==> src/rtl/fetch_pc_unit_pkg.sv <==
// Shared types and constants for the instruction-fetch front end.
package fetch_pc_unit_pkg;

  typedef enum logic [1:0] {
    FETCH   = 2'd0,
    WAIT    = 2'd1,
    DISCARD = 2'd2
  } fetch_state_e;

  localparam logic [31:0] RESET_PC_DEFAULT = 32'h0000_0000;
  localparam int unsigned PC_STEP          = 4;

endpackage

==> src/rtl/fetch_buffer.sv <==
// Small synchronous FIFO of {pc, instr} pairs feeding decode.
module fetch_buffer #(
  parameter int unsigned DEPTH   = 2,
  parameter int unsigned ADDR_W  = 32,
  parameter int unsigned INSTR_W = 32,
  localparam int unsigned PTR_W  = (DEPTH > 1) ? $clog2(DEPTH) : 1,
  localparam int unsigned CNT_W  = $clog2(DEPTH + 1)
) (
  input  logic               clk,
  input  logic               rst,
  input  logic               push,
  input  logic [ADDR_W-1:0]  push_pc,
  input  logic [INSTR_W-1:0] push_instr,
  input  logic               pop,
  input  logic               flush,
  output logic [CNT_W-1:0]   count,
  output logic               head_valid,
  output logic [ADDR_W-1:0]  head_pc,
  output logic [INSTR_W-1:0] head_instr
);

  localparam logic [CNT_W-1:0] FULL = CNT_W'(DEPTH);

  logic [ADDR_W-1:0]  pc_mem    [DEPTH];
  logic [INSTR_W-1:0] instr_mem [DEPTH];
  logic [PTR_W-1:0]   rd_ptr;
  logic [PTR_W-1:0]   wr_ptr;
  logic               do_push;
  logic               do_pop;

  assign head_valid = (count != '0);
  assign do_pop     = pop & head_valid;
  assign do_push    = push & ((count != FULL) | do_pop);

  // Empty head reads as zero so decode never sees stale entries.
  assign head_pc    = head_valid ? pc_mem[rd_ptr]    : '0;
  assign head_instr = head_valid ? instr_mem[rd_ptr] : '0;

  always_ff @(posedge clk) begin
    if (do_push) begin
      pc_mem[wr_ptr]    <= push_pc;
      instr_mem[wr_ptr] <= push_instr;
    end
  end

  // Flush wins over push and pop.
  always_ff @(posedge clk) begin
    if (rst || flush) begin
      rd_ptr <= '0;
      wr_ptr <= '0;
      count  <= '0;
    end else begin
      if (do_push) wr_ptr <= wr_ptr + PTR_W'(1);
      if (do_pop)  rd_ptr <= rd_ptr + PTR_W'(1);
      if (do_push && !do_pop)      count <= count + CNT_W'(1);
      else if (!do_push && do_pop) count <= count - CNT_W'(1);
    end
  end

endmodule

==> src/rtl/fetch_pc_unit.sv <==
// Instruction-fetch front end: PC, single-outstanding imem requests,
// redirect handling and the decode-facing instruction buffer.
module fetch_pc_unit
  import fetch_pc_unit_pkg::*;
#(
  parameter int unsigned       ADDR_W    = 32,
  parameter int unsigned       INSTR_W   = 32,
  parameter logic [ADDR_W-1:0] RESET_PC  = ADDR_W'(RESET_PC_DEFAULT),
  parameter int unsigned       BUF_DEPTH = 2
) (
  input  logic               clk,
  input  logic               rst,
  input  logic               redirect_valid,
  input  logic [ADDR_W-1:0]  redirect_pc,
  output logic               imem_req,
  output logic [ADDR_W-1:0]  imem_addr,
  input  logic               imem_ack,
  input  logic [INSTR_W-1:0] imem_rdata,
  output logic               instr_valid,
  input  logic               instr_ready,
  output logic [INSTR_W-1:0] instr_out,
  output logic [ADDR_W-1:0]  instr_pc,
  output logic [ADDR_W-1:0]  link_pc
);

  localparam int unsigned       CNT_W    = $clog2(BUF_DEPTH + 1);
  localparam logic [CNT_W-1:0]  BUF_FULL = CNT_W'(BUF_DEPTH);
  localparam logic [ADDR_W-1:0] STEP     = ADDR_W'(PC_STEP);

  fetch_state_e      state;
  fetch_state_e      state_d;
  logic [ADDR_W-1:0] pc;
  logic [ADDR_W-1:0] pc_d;
  logic              req_d;
  logic [ADDR_W-1:0] addr_d;
  logic              push;
  logic              flush;
  logic              pop;
  logic [CNT_W-1:0]  count;
  logic [ADDR_W-1:0] redirect_target;
  logic              unused_redirect_lsb;

  assign redirect_target     = {redirect_pc[ADDR_W-1:2], 2'b00};
  assign unused_redirect_lsb = ^redirect_pc[1:0];
  assign pop                 = instr_valid & instr_ready;
  assign link_pc             = instr_pc + STEP;

  always_ff @(posedge clk) begin
    if (rst) begin
      state     <= FETCH;
      pc        <= RESET_PC;
      imem_req  <= 1'b0;
      imem_addr <= RESET_PC;
    end else begin
      state     <= state_d;
      pc        <= pc_d;
      imem_req  <= req_d;
      imem_addr <= addr_d;
    end
  end

  // Redirect takes priority; an ack arriving with it still retires the request.
  always_comb begin
    state_d = state;
    pc_d    = pc;
    req_d   = imem_req;
    addr_d  = imem_addr;
    push    = 1'b0;
    flush   = 1'b0;
    if (redirect_valid) begin
      flush = 1'b1;
      pc_d  = redirect_target;
      unique case (state)
        FETCH: begin
          state_d = FETCH;
          req_d   = 1'b0;
        end
        WAIT, DISCARD: begin
          if (imem_ack) begin
            state_d = FETCH;
            req_d   = 1'b0;
          end else begin
            state_d = DISCARD;
          end
        end
        default: begin
          state_d = FETCH;
          req_d   = 1'b0;
        end
      endcase
    end else begin
      unique case (state)
        FETCH: begin
          if (count < BUF_FULL) begin
            req_d   = 1'b1;
            addr_d  = pc;
            state_d = WAIT;
          end
        end
        WAIT: begin
          if (imem_ack) begin
            push    = 1'b1;
            pc_d    = pc + STEP;
            req_d   = 1'b0;
            state_d = FETCH;
          end
        end
        DISCARD: begin
          if (imem_ack) begin
            req_d   = 1'b0;
            state_d = FETCH;
          end
        end
        default: begin
          req_d   = 1'b0;
          state_d = FETCH;
        end
      endcase
    end
  end

  fetch_buffer #(
    .DEPTH   (BUF_DEPTH),
    .ADDR_W  (ADDR_W),
    .INSTR_W (INSTR_W)
  ) u_buffer (
    .clk        (clk),
    .rst        (rst),
    .push       (push),
    .push_pc    (pc),
    .push_instr (imem_rdata),
    .pop        (pop),
    .flush      (flush),
    .count      (count),
    .head_valid (instr_valid),
    .head_pc    (instr_pc),
    .head_instr (instr_out)
  );

endmodule
==> config.mk <==
export PLATFORM = sky130hd
export DESIGN_NAME = fetch_pc_unit
export DESIGN_NICKNAME = d
export VERILOG_FILES = /design/src/rtl/fetch_pc_unit_pkg.sv /design/src/rtl/fetch_buffer.sv /design/src/rtl/fetch_pc_unit.sv
export SDC_FILE = /design/constraint.sdc
export NUM_CORES = 1
export LEC_CHECK = 0
export BUFFER_PORTS_ARGS = -buffer_cell sky130_fd_sc_hd__buf_4
export CORE_MARGIN = 2
export CORE_UTILIZATION = 35
export CTS_BUF_LIST = sky130_fd_sc_hd__clkbuf_4 sky130_fd_sc_hd__clkbuf_8
export CTS_CLUSTER_DIAMETER = 60
export CTS_CLUSTER_SIZE = 28
export DETAILED_ROUTE_END_ITERATION = 10
export PLACE_DENSITY = 0.6
export SKIP_CTS_REPAIR_TIMING = 1
export SYNTH_ARGS = -nofsm -noshare
export SYNTH_HDL_FRONTEND = slang
export SYNTH_HIERARCHICAL = 1
export SYNTH_SLANG_ARGS = --single-unit
==> constraint.sdc <==
create_clock -name clk -period 5.3 [get_ports clk]
set_input_delay 0.795 -clock clk [delete_from_list [all_inputs] [get_ports clk]]
set_output_delay 0.795 -clock clk [all_outputs]
set_load 0.02 [all_outputs]
==> metrics.md, run 1 <==
| Metric | Value |
|---|---|
| Comb power frac | 0.076 |
| Final setup margin | 0.9763 ns |
| Cts bufs inserted | 17 |
| Worst R2R End | u_buffer/pc_mem[1][1] |
| Max Slew Vio Count | 0 |
| Area grow syn2layout | 24.42% |
| Initial antenna violation count | 0 |
| Clk Tree Root Cell | clkbuf_8 |
| Vias in the first global route | 6143 |
| Pre-CTS WS | 1.401 ns |
| WHS Endpoint | imem_addr[27] |
| Setup Skew | 0.02082 ns |
| Row count | 57 |
| IO buf count | 194 |
| R2R setup slack | 1.81 ns |
| Layout filler cell count | 2344 |
| Cell area power density | 269.5 nW/um^2 |
| Required time of the critical path | 4.51 ns |
| GRT Residual Overflow | 0 |
| RR Startpoint | u_buffer/count[1] |
| Final Cycle Share | 0.8158 |
| Die ar. | 26200 um^2 |
| Min Hold Slack | 0.4649 ns |
| Post-Synthesis Cells | 773 |
| Final net count | 1025 |
| Htree depth | 4 |
| Setup CP Type | flop to primary output |
| Synth area leader | edfxtp_1 |
| ANT nets after route | 0 |
| Post-Route WL | 21.77 mm |
| Clock power frac | 0.337 |
| RSZ-0062 raised after global routing | no |
| CTS tree | built |
| Synth Cell Area | 8721 um^2 |
| Slew margin rel. | 0.3036 |
| Vias | 6496 |
| First-iteration detailed-routing DRC count | 394 |
| Num Clock Sinks | 196 |
| Main synth FF type | edfxtp_1 |
| FF+latch count, synth | 196 |
| Fin crit period | 4.324 ns |
| Diode count | 0 |
| Setup TNS Final | 0 ns |
| Post-synth EDFFs | 128 |
| Max-Cap Viols | 0 |
| Peak VDD IR | 0.1160 mV |
| Drt wl/cell | 16.92 um |
| Switching power | 0.7968 mW |
| Clock slew seen by the registers of the worst setup and hold paths | 0.11 ns |
| Clock Path Buffers | 2 |
| Status | finished clean |
| Synth async-reset ratio | 0 |
| R2R cell count | 8 |
| Crit path launch type | flop |
| Final Setup Violations | 0 |
| WHS Path Cells | 2 |
| Fraction of layout cells with a size suffix above 1 | 0.2555 |
| Largest net degree at the start of global routing | 73 |
| Hold crit path type | flop to flop |
| Critical path arrival | 3.53 ns |
| Insertion delay to the later sink of the worst-skew pair | 0.48 ns |
| Die H | 161.9 um |
| Share of the yosys chip area belonging to registers | 0.5968 |
| CORE AREA | 24390 um^2 |
| Crit-path max FO | 39 |
| P_leak | 3.873 nW |
| Yosys warnings | 6 |
| Crit. End Element | primary output |
| Net Sw Frac | 0.2726 |
| Chip width | 161.9 um |
| Final Wtd Congestion | 0.7943 |
| Internal | 2.127 mW |
| Total GRT Usage | 0.1654 |
| Drt first pass iters | 5 |
| Min-delay src | imem_addr[27] |
| F_max | 0.2313 GHz |
| Final Hold Fails | 0 |
| Post-detail-place hpwl | 14.84 mm |
| Seq pwr share | 0.587 |
| Worst slew pin tran | 1.041 ns |
| Avg Inst Size Synth | 11.28 um^2 |
| Initial Utilization | 0.3575 |
| Number of I/O pins | 199 |
| Vias/cell | 5.047 |
| Synth area leaders | edfxtp_1 44%, dfxtp_1 16%, mux2i_1 7.5%, nor2_1 4.3%, nand2_1 3.5% |
| Count of different cell masters after synthesis | 44 |
| DRC viols | 0 |
| First-pass GRT wire length | 34.02 mm |
| Share of the synthesized area in the top cell type | 0.4407 |
[power groups by stage]
stage	Clock, mW	Combinational (mW)	Sequential [mW]
4_1_cts	1.02	0.225	1.72
6_report	0.985	0.222	1.72
3_5_place_dp	0	0.225	1.75
3_3_place_gp	0	0.222	1.75
5_1_grt	1.08	0.247	1.72
2_1_floorplan	0	0.116	1.74
[cell type report]
type	instances	area [um^2]	share of cell area
sequential	196	5209	0.4801
multi-input combinational	516	3249	0.2995
timing repair buffer	201	1509	0.1391
tap	324	405.4	0.03736
clock buffer	17	234.0	0.02156
clock inverter	15	176.4	0.01626
inverter	18	67.56	0.006227
[logic make-up after synthesis]
family          share of synthesized area
fa+ha+maj                        0.008608
flops                              0.5968
compound gates                    0.06686
other cells                     0.0004300
mux                               0.07460
buf+inv                           0.03486
xor+xnor                          0.04218
simple gates                       0.1756
[cell usage in the layout, fill, tap and decap left out, types with 18 or more instances in the layout]
master / instances
a21oi_1: 37
nand3_1: 25
edfxtp_1: 128
nor2_1: 98
mux2i_1: 65
nand2_1: 81
nand4_1: 30
buf_4: 201
dfxtp_1: 67
xnor2_1: 29
inv_1: 18
[registers in the layout (all words and copies together) (netlist names), named ones only]
register and count:
imem_addr 30, imem_req 1, pc 30, state 2, u_buffer/count 2, u_buffer/instr_mem 64
u_buffer/pc_mem 64, u_buffer/rd_ptr 1, u_buffer/wr_ptr 1
[worst max path at each step]
stage,startpoint,to,slack (ns),depth (start not counted)
after CTS,flop,link_pc[26],0.86,8
after global placement,flop,link_pc[12],1.45,8
after global routing,u_buffer/count[1],link_pc[26],0.51,8
after detailed placement,flop,link_pc[26],1.40,8
final,flop,link_pc[26],0.98,7
after floorplan,redirect_valid,u_buffer/instr_mem[0][0],0.44,5
[per-layer routing]
layer	GRT usage	vias to the layer above	wire length [um]	share of wire
li1	-	3161	-	-
met5	0	-	0	0
met4	0.04747	0	327	0.015
met3	0.02937	27	1089	0.050
met1	0.2342	3117	10360	0.48
met2	0.2611	191	9997	0.46
[Yosys cell counts (2+ instances only)]
cell and count:
a2111oi_0 2, a2111oi_1 5, a211oi_1 14, a21oi_1 37, a221oi_1 2, a311oi_1 12, and2_1 7, and3_1 8
and4_1 12, buf_2 9, buf_4 12, clkbuf_1 26, dfxtp_1 68, edfxtp_1 128, ha_1 6, inv_1 18
mux2i_1 65, nand2_1 81, nand2b_1 2, nand3_1 25, nand4_1 30, nor2_1 99, nor2b_1 6, nor3_1 7
nor4_1 4, nor4_2 3, nor4b_1 4, o21ai_0 8, o31ai_1 5, or2_2 2, or3_1 7, or4_1 7
xnor2_1 29, xor2_1 13
[worst max-delay path: stages, from the launching register on]
cell and delay [ns]:
dfxtp_4 0.84, mux2i_1 0.16, nor2_1 0.32, nand4_1 0.22, nor2_1 0.85, nand4b_1 0.23
xnor2_1 0.25, buf_4 0.18
[per-stage QoR]
step	total power [mW]	util	std cells	area, um^2
after floorplan	1.858	-	778	8740
after global routing	3.046	0.4449	1287	10850
after global placement	1.970	0.4280	1255	10440
after detailed placement	1.975	0.4280	1255	10440
after CTS	2.965	0.4449	1287	10850
final	2.924	0.4449	1287	10850
(Power assumes the default switching activity.)
==> run 2: changes to the inputs <==
Settings changed: ABC_AREA set to 1, PLACE_DENSITY 0.6 to 0.61.
Clock period 5.3 ns to 3.8 ns, I/O delays scaled along.
==> metrics.md, run 2 <==
| Metric | Value |
|---|---|
| Worst slew pin tran | 0.8956 ns |
| IO buf count | 194 |
| CTS tree | built |
| Max Slew Vio Count | 0 |
| Pre-CTS WS | 0.6325 ns |
| R2R setup slack | 1.44 ns |
| Post-detail-place hpwl | 18.35 mm |
| Diode count | 0 |
| Row count | 59 |
| WHS Path Cells | 1 |
| Fin util | 0.4369 |
| FF+latch count, synth | 196 |
| Placed instance count | 1500 |
| Final Wtd Congestion | 0.8735 |
| Avg Inst Size Synth | 9.290 um^2 |
| Min-delay src | imem_rdata[30] |
| Final net count | 1259 |
| Num Clock Sinks | 196 |
| Slowest-stage cell, CP | dfxtp_1 |
| Drt first pass iters | 7 |
| Synth area leader | edfxtp_1 |
| Total GRT Usage | 0.1805 |
| Max-Cap Viols | 0 |
| Vias in the first global route | 6935 |
| Max incr delay on CP | 0.45 ns |
| Crit-path max FO | 38 |
| Worst R2R End | u_buffer/pc_mem[1][27] |
| Main synth FF type | edfxtp_1 |
| Status | finished clean |
| Post-Route WL | 25.30 mm |
| Peak VDD IR | 0.1770 mV |
| Final Cycle Share | 0.9228 |
| Top cells by count, synth | 287 x nand2_1, 128 x edfxtp_1, 83 x nor2_1, 68 x dfxtp_1, 68 x inv_1 |
| Vias/cell | 4.841 |
| Commonest non-fill, non-tap cells in the layout | 287 x nand2_1, 201 x buf_4, 128 x edfxtp_1, 80 x nor2_1, 68 x inv_1 |
| Vias | 7417 |
| DRC viols | 0 |
| Die ar. | 27860 um^2 |
| Fin crit period | 3.507 ns |
| F_max | 0.2852 GHz |
| R2R cell count | 6 |
| Critical path arrival | 2.94 ns |
| Layout filler cell count | 2545 |
| Post-Synthesis Cells | 1000 |
| Insertion delay to the later sink of the worst-skew pair | 0.46 ns |
| Most common cell after layout, fill and taps aside | nand2_1 |
| RSZ-0062 raised after global routing | no |
| Final setup margin | 0.2935 ns |
| Setup Skew | 0.01736 ns |
| Die H | 166.9 um |
| Htree depth | 4 |
| Setup CP Type | flop to primary output |
| Required time of the critical path | 3.23 ns |
| Chip width | 166.9 um |
| Post-synth EDFFs | 128 |
| Placed Area | 11010 um^2 |
| Fraction of layout cells with a size suffix above 1 | 0.2774 |
| Biggest regs | u_buffer/instr_mem x64, u_buffer/pc_mem x64 |
| Drt wl/cell | 16.52 um |
| Count of different cell masters after synthesis | 40 |
| Crit. End Element | primary output |
| Area grow syn2layout | 22.55% |
| P_leak | 4.366 nW |
| First-pass GRT wire length | 39.36 mm |
| Largest net degree at the start of global routing | 65 |
| GRT Residual Overflow | 0 |
| CORE AREA | 26060 um^2 |
| Cts bufs inserted | 17 |
| Synth area leaders | edfxtp_1 41%, dfxtp_1 15%, nand2_1 12%, a21oi_2 5.7%, nor2_1 3.4% |
| Most common cell in the netlist | nand2_1 |
| Hold crit path type | input pin to flop |
| Slew margin rel. | 0.4029 |
| Cell area power density | 353.6 nW/um^2 |
| Number of I/O pins | 199 |
| ANT nets after route | 0 |
| Yosys warnings | 6 |
| Final Hold Fails | 0 |
| Initial Utilization | 0.3565 |
| FF+latch area | 5206 um^2 |
| Synth Cell Area | 9290 um^2 |
| Synth async-reset ratio | 0 |
| Fin cells | 1532 |
| Crit path launch type | flop |
| Share of the synthesized area in the top cell type | 0.4137 |
| Share of the yosys chip area belonging to registers | 0.5603 |
| Initial antenna violation count | 0 |
| RR Startpoint | state[0] |
| Multi-input logic area | 3580 um^2 |
| First-iteration detailed-routing DRC count | 680 |
| Final Setup Violations | 0 |
| Clock slew seen by the registers of the worst setup and hold paths | 0.11 ns |
| Final instance area | 11380 um^2 |
| Clk Tree Root Cell | clkbuf_8 |
| WHS Endpoint | u_buffer/instr_mem[1][30] |
| Crit path cell chain | inv_2 -> nand2_4 -> inv_6 -> a21oi_4 -> ha_1 -> nand3_2 -> inv_2 -> nand3_2 -> nor3_2 -> nand4_1 -> xnor2_1 -> buf_4 |
| Clock Path Buffers | 2 |
-- run 2: changes by cell type in the layout (fill, tap and decap cells not counted), moves of 13 or more --
cell,change
nand2_1,+206
mux2i_1,-65
a21oi_2,+58
inv_1,+50
o21ai_0,+41
a21oi_1,+18
nand4_1,-18
nor2_1,-18
xnor2_1,-17
a211oi_1,-14
nand3_1,+13
-- run 2: worst max path at each step --
stage                     cells past startpoint                        to               from  slack (ns)
after floorplan                               5  u_buffer/instr_mem[0][0]           imem_ack       -0.61
after global placement                       12               link_pc[26]  u_buffer/count[1]        0.67
after detailed placement                     14               link_pc[24]  u_buffer/count[1]        0.63
after CTS                                    14               link_pc[24]  u_buffer/count[1]        0.09
after global routing                         11               link_pc[31]               flop        0.03
final                                        12               link_pc[26]  u_buffer/count[1]        0.29
-- run 2: critical path, delay by kind of cell (launching register included) --
kind | cells | cell delay [ns]
AOI/OAI and AO/OA | 1 | 0.21
xor gates and xnor gates | 1 | 0.20
adders and majority gates | 1 | 0.22
buffers and inverters | 4 | 0.50
DFF | 1 | 0.45
and+or+nand+nor | 5 | 0.89
-- run 2: power by group --
group          leakage, nW  internal, mW  switching [mW]  total (mW)
Sequential            1.72          2.33          0.0589        2.39
Combinational         2.48         0.154           0.230       0.384
Clock                0.173         0.470           0.783        1.25
Total                 4.37          2.95            1.07        4.03
-- run 2: layout make-up --
cell class	instances	share of cell area
tap	335	0.03682
multi-input combinational	692	0.3144
timing repair buffer	203	0.1353
sequential	196	0.4573
inverter	74	0.02484
clock buffer	17	0.02055
clock inverter	15	0.01077
-- run 2: logic make-up (layout without fill, tap and decap cells) --
family	count (synthesis)	in the layout	synth area share
adder cells (fa/ha/maj)	6	6	0.008081
other	1	6	0.0004037
buffers and inverters	117	309	0.05993
AND/OR/NAND/NOR	461	461	0.2104
flip-flops	196	196	0.5603
XOR/XNOR	37	37	0.03488
AO/OA/AOI/OAI	182	182	0.1261
-- run 2: metal layers --
layer	vias up	track usage	share of wire	routed length, um
li1	3700	-	-	-
met4	0	0.04160	0.010	263
met2	285	0.2825	0.45	11400
met1	3412	0.2568	0.47	11900
met5	-	0	0	0
met3	20	0.03850	0.069	1741
-- run 2: metrics by stage --
stage | TNS, ns | power, mW | hold WS [ns]
2_1_floorplan | -77.89 | 2.633 | 0.4481
3_3_place_gp | 0 | 2.814 | 0.4603
3_5_place_dp | 0 | 2.821 | 0.4666
4_1_cts | 0 | 4.056 | 0.2544
5_1_grt | 0 | 4.178 | 0.2518
6_report | 0 | 4.026 | 0.2778
==> run 3: changes to the inputs <==
--- a/config.mk
+++ b/config.mk
@@ -7,12 +7,11 @@
 export LEC_CHECK = 0
 export ABC_AREA = 1
-export BUFFER_PORTS_ARGS = -buffer_cell sky130_fd_sc_hd__buf_4
 export CORE_MARGIN = 2
 export CORE_UTILIZATION = 35
 export CTS_BUF_LIST = sky130_fd_sc_hd__clkbuf_4 sky130_fd_sc_hd__clkbuf_8
 export CTS_CLUSTER_DIAMETER = 60
-export CTS_CLUSTER_SIZE = 28
 export DETAILED_ROUTE_END_ITERATION = 10
-export PLACE_DENSITY = 0.61
+export DONT_BUFFER_PORTS = 1
+export PLACE_DENSITY = 0.55
 export SKIP_CTS_REPAIR_TIMING = 1
 export SYNTH_ARGS = -nofsm -noshare
==> constraint.sdc (replaced) <==
create_clock -name clk -period 3.8 [get_ports clk]
set_input_delay 0.57 -clock clk [delete_from_list [all_inputs] [get_ports clk]]
set_output_delay 0.57 -clock clk [all_outputs]
set_load 0.005 [all_outputs]
==> metrics.md, run 3 (same netlist as run 2, synthesis figures left out) <==
| Metric | Value |
|---|---|
| Status | finished clean |
| Setup Skew | 0.02289 ns |
| Slew margin rel. | 0.3829 |
| Final Hold Fails | 0 |
| WL met2 | 10.75 mm |
| Chip width | 166.9 um |
| Fraction of layout cells with a size suffix above 1 | 0.1532 |
| RSZ-0062 raised after global routing | no |
| Critical path arrival | 2.87 ns |
| Initial Utilization | 0.3565 |
| Num Clock Sinks | 196 |
| Worst slew pin tran | 0.9256 ns |
| Slowest-stage cell, CP | dfxtp_1 |
| Final total power | 3.955 mW |
| Post-detail-place hpwl | 17.57 mm |
| GRT Residual Overflow | 0 |
| First-pass GRT wire length | 37.53 mm |
| Crit path launch type | flop |
| P_leak | 3.469 nW |
| Final Setup Violations | 0 |
| Max incr delay on CP | 0.38 ns |
| ANT nets after route | 0 |
| IO buf count | 0 |
| Final net count | 1080 |
| Final setup margin | 0.3576 ns |
| Vias in the first global route | 6319 |
| Commonest non-fill, non-tap cells in the layout | 287 x nand2_1, 128 x edfxtp_1, 80 x nor2_1, 68 x inv_1, 66 x dfxtp_1 |
| Area grow syn2layout | 8.660% |
| Hold crit path type | input pin to flop |
| Clock slew seen by the registers of the worst setup and hold paths | 0.12 ns |
| Max-Cap Viols | 0 |
| Required time of the critical path | 3.23 ns |
| Cell area power density | 391.7 nW/um^2 |
| Crit path cell chain | inv_2 -> nand2_4 -> inv_6 -> a21oi_4 -> ha_1 -> nand3_2 -> inv_2 -> nand3_2 -> nor2_4 -> nand2_2 -> nor2_2 -> nand2_1 -> xnor2_1 -> buf_4 |
| First-iteration detailed-routing DRC count | 418 |
| Htree depth | 4 |
| Insertion delay to the later sink of the worst-skew pair | 0.47 ns |
| Met3 wire length | 2.153 mm |
| F_max | 0.2905 GHz |
| Biggest regs | u_buffer/instr_mem x64, u_buffer/pc_mem x64 |
| Vias | 6709 |
| Final Wtd Congestion | 0.8235 |
| Drt wl/cell | 18.10 um |
| Peak VDD IR | 0.2389 mV |
| Setup CP Type | flop to primary output |
| Total GRT Usage | 0.1737 |
| Initial antenna violation count | 0 |
| Largest net degree at the start of global routing | 65 |
| Final Cycle Share | 0.9059 |
| Top Metal Used | met4 |
| Crit. End Element | primary output |
| Row count | 59 |
| Post-Route WL | 24.49 mm |
| Fin crit period | 3.442 ns |
| Drt first pass iters | 6 |
| Vias/cell | 4.959 |
| Clock Path Buffers | 2 |
| CTS tree | built |
| Layout filler cell count | 2630 |
| DRC viols | 0 |
| Cts bufs inserted | 17 |
| Diode count | 0 |
| Max Slew Vio Count | 0 |
| Number of I/O pins | 199 |
| DRT met1 WL | 11.41 mm |
| Die H | 166.9 um |
| Clk Tree Root Cell | clkbuf_8 |
| Die ar. | 27860 um^2 |
| Pre-CTS WS | 0.5606 ns |
| Most common cell after layout, fill and taps aside | nand2_1 |
| CORE AREA | 26060 um^2 |
| Crit-path max FO | 38 |
==> run 3: changes by cell type in the layout (fill, tap and decap cells not counted), sizes merged <==
cell	previous run	this run
bufinv	0	1
buf	203	24
clkinvlp	3	2
==> run 3: worst paths after layout <==
kind / start / endpoint / slack, ns / depth (start not counted)
max: u_buffer/count[0] / link_pc[24] / 0.36 / 14
min: rst / state[0] / 0.15 / 1
max reg2reg: state[0] / u_buffer/instr_mem[1][31] / 1.40 / 6
min reg2reg: u_buffer/rd_ptr / flop / 0.48 / 2
==> run 3: metrics by stage <==
stage | cells | hold WS [ns] | cell area (um^2) | utilization | setup TNS [ns]
finish | 1353 | 0.1519 | 10090 | 0.3874 | 0
global route | 1353 | 0.1016 | 10090 | 0.3874 | 0
CTS | 1353 | 0.1126 | 10060 | 0.3862 | 0
detailed placement | 1321 | 0.4618 | 9663 | 0.3708 | 0
global placement | 1321 | 0.4639 | 9663 | 0.3708 | 0
floorplan | 1005 | 0.4481 | 9309 | - | -77.89
==> run 3: per-layer routing <==
layer | vias up | track usage
met5 | - | 0
met4 | 0 | 0.03111
met3 | 12 | 0.06250
met2 | 235 | 0.2609
met1 | 3129 | 0.2437
li1 | 3333 | -
==> run 3: layout make-up <==
type / count / area (um^2) / area share
Sequential cell: 196 / 5210 / 0.5161
Clock inverter: 15 / 166.4 / 0.01648
Clock buffer: 17 / 234.0 / 0.02318
Timing Repair Buffer: 24 / 200.2 / 0.01983
Multi-Input combinational cell: 692 / 3580 / 0.3546
Tap cell: 335 / 419.2 / 0.04152
Inverter: 74 / 285.3 / 0.02826
==> run 3: critical path, delay by kind of cell (launching register included) <==
family,cells,cell delay (ns)
DFF,1,0.38
buffers and inverters,4,0.49
xor gates and xnor gates,1,0.15
adders and majority gates,1,0.23
AOI/OAI and AO/OA,1,0.24
and+or+nand+nor,7,0.91
==> run 3: report_power, final <==
part           internal [mW]  switching (mW)
clock                  0.550           0.813
combinational         0.0621           0.135
sequential              2.33          0.0657
total                   2.94            1.01
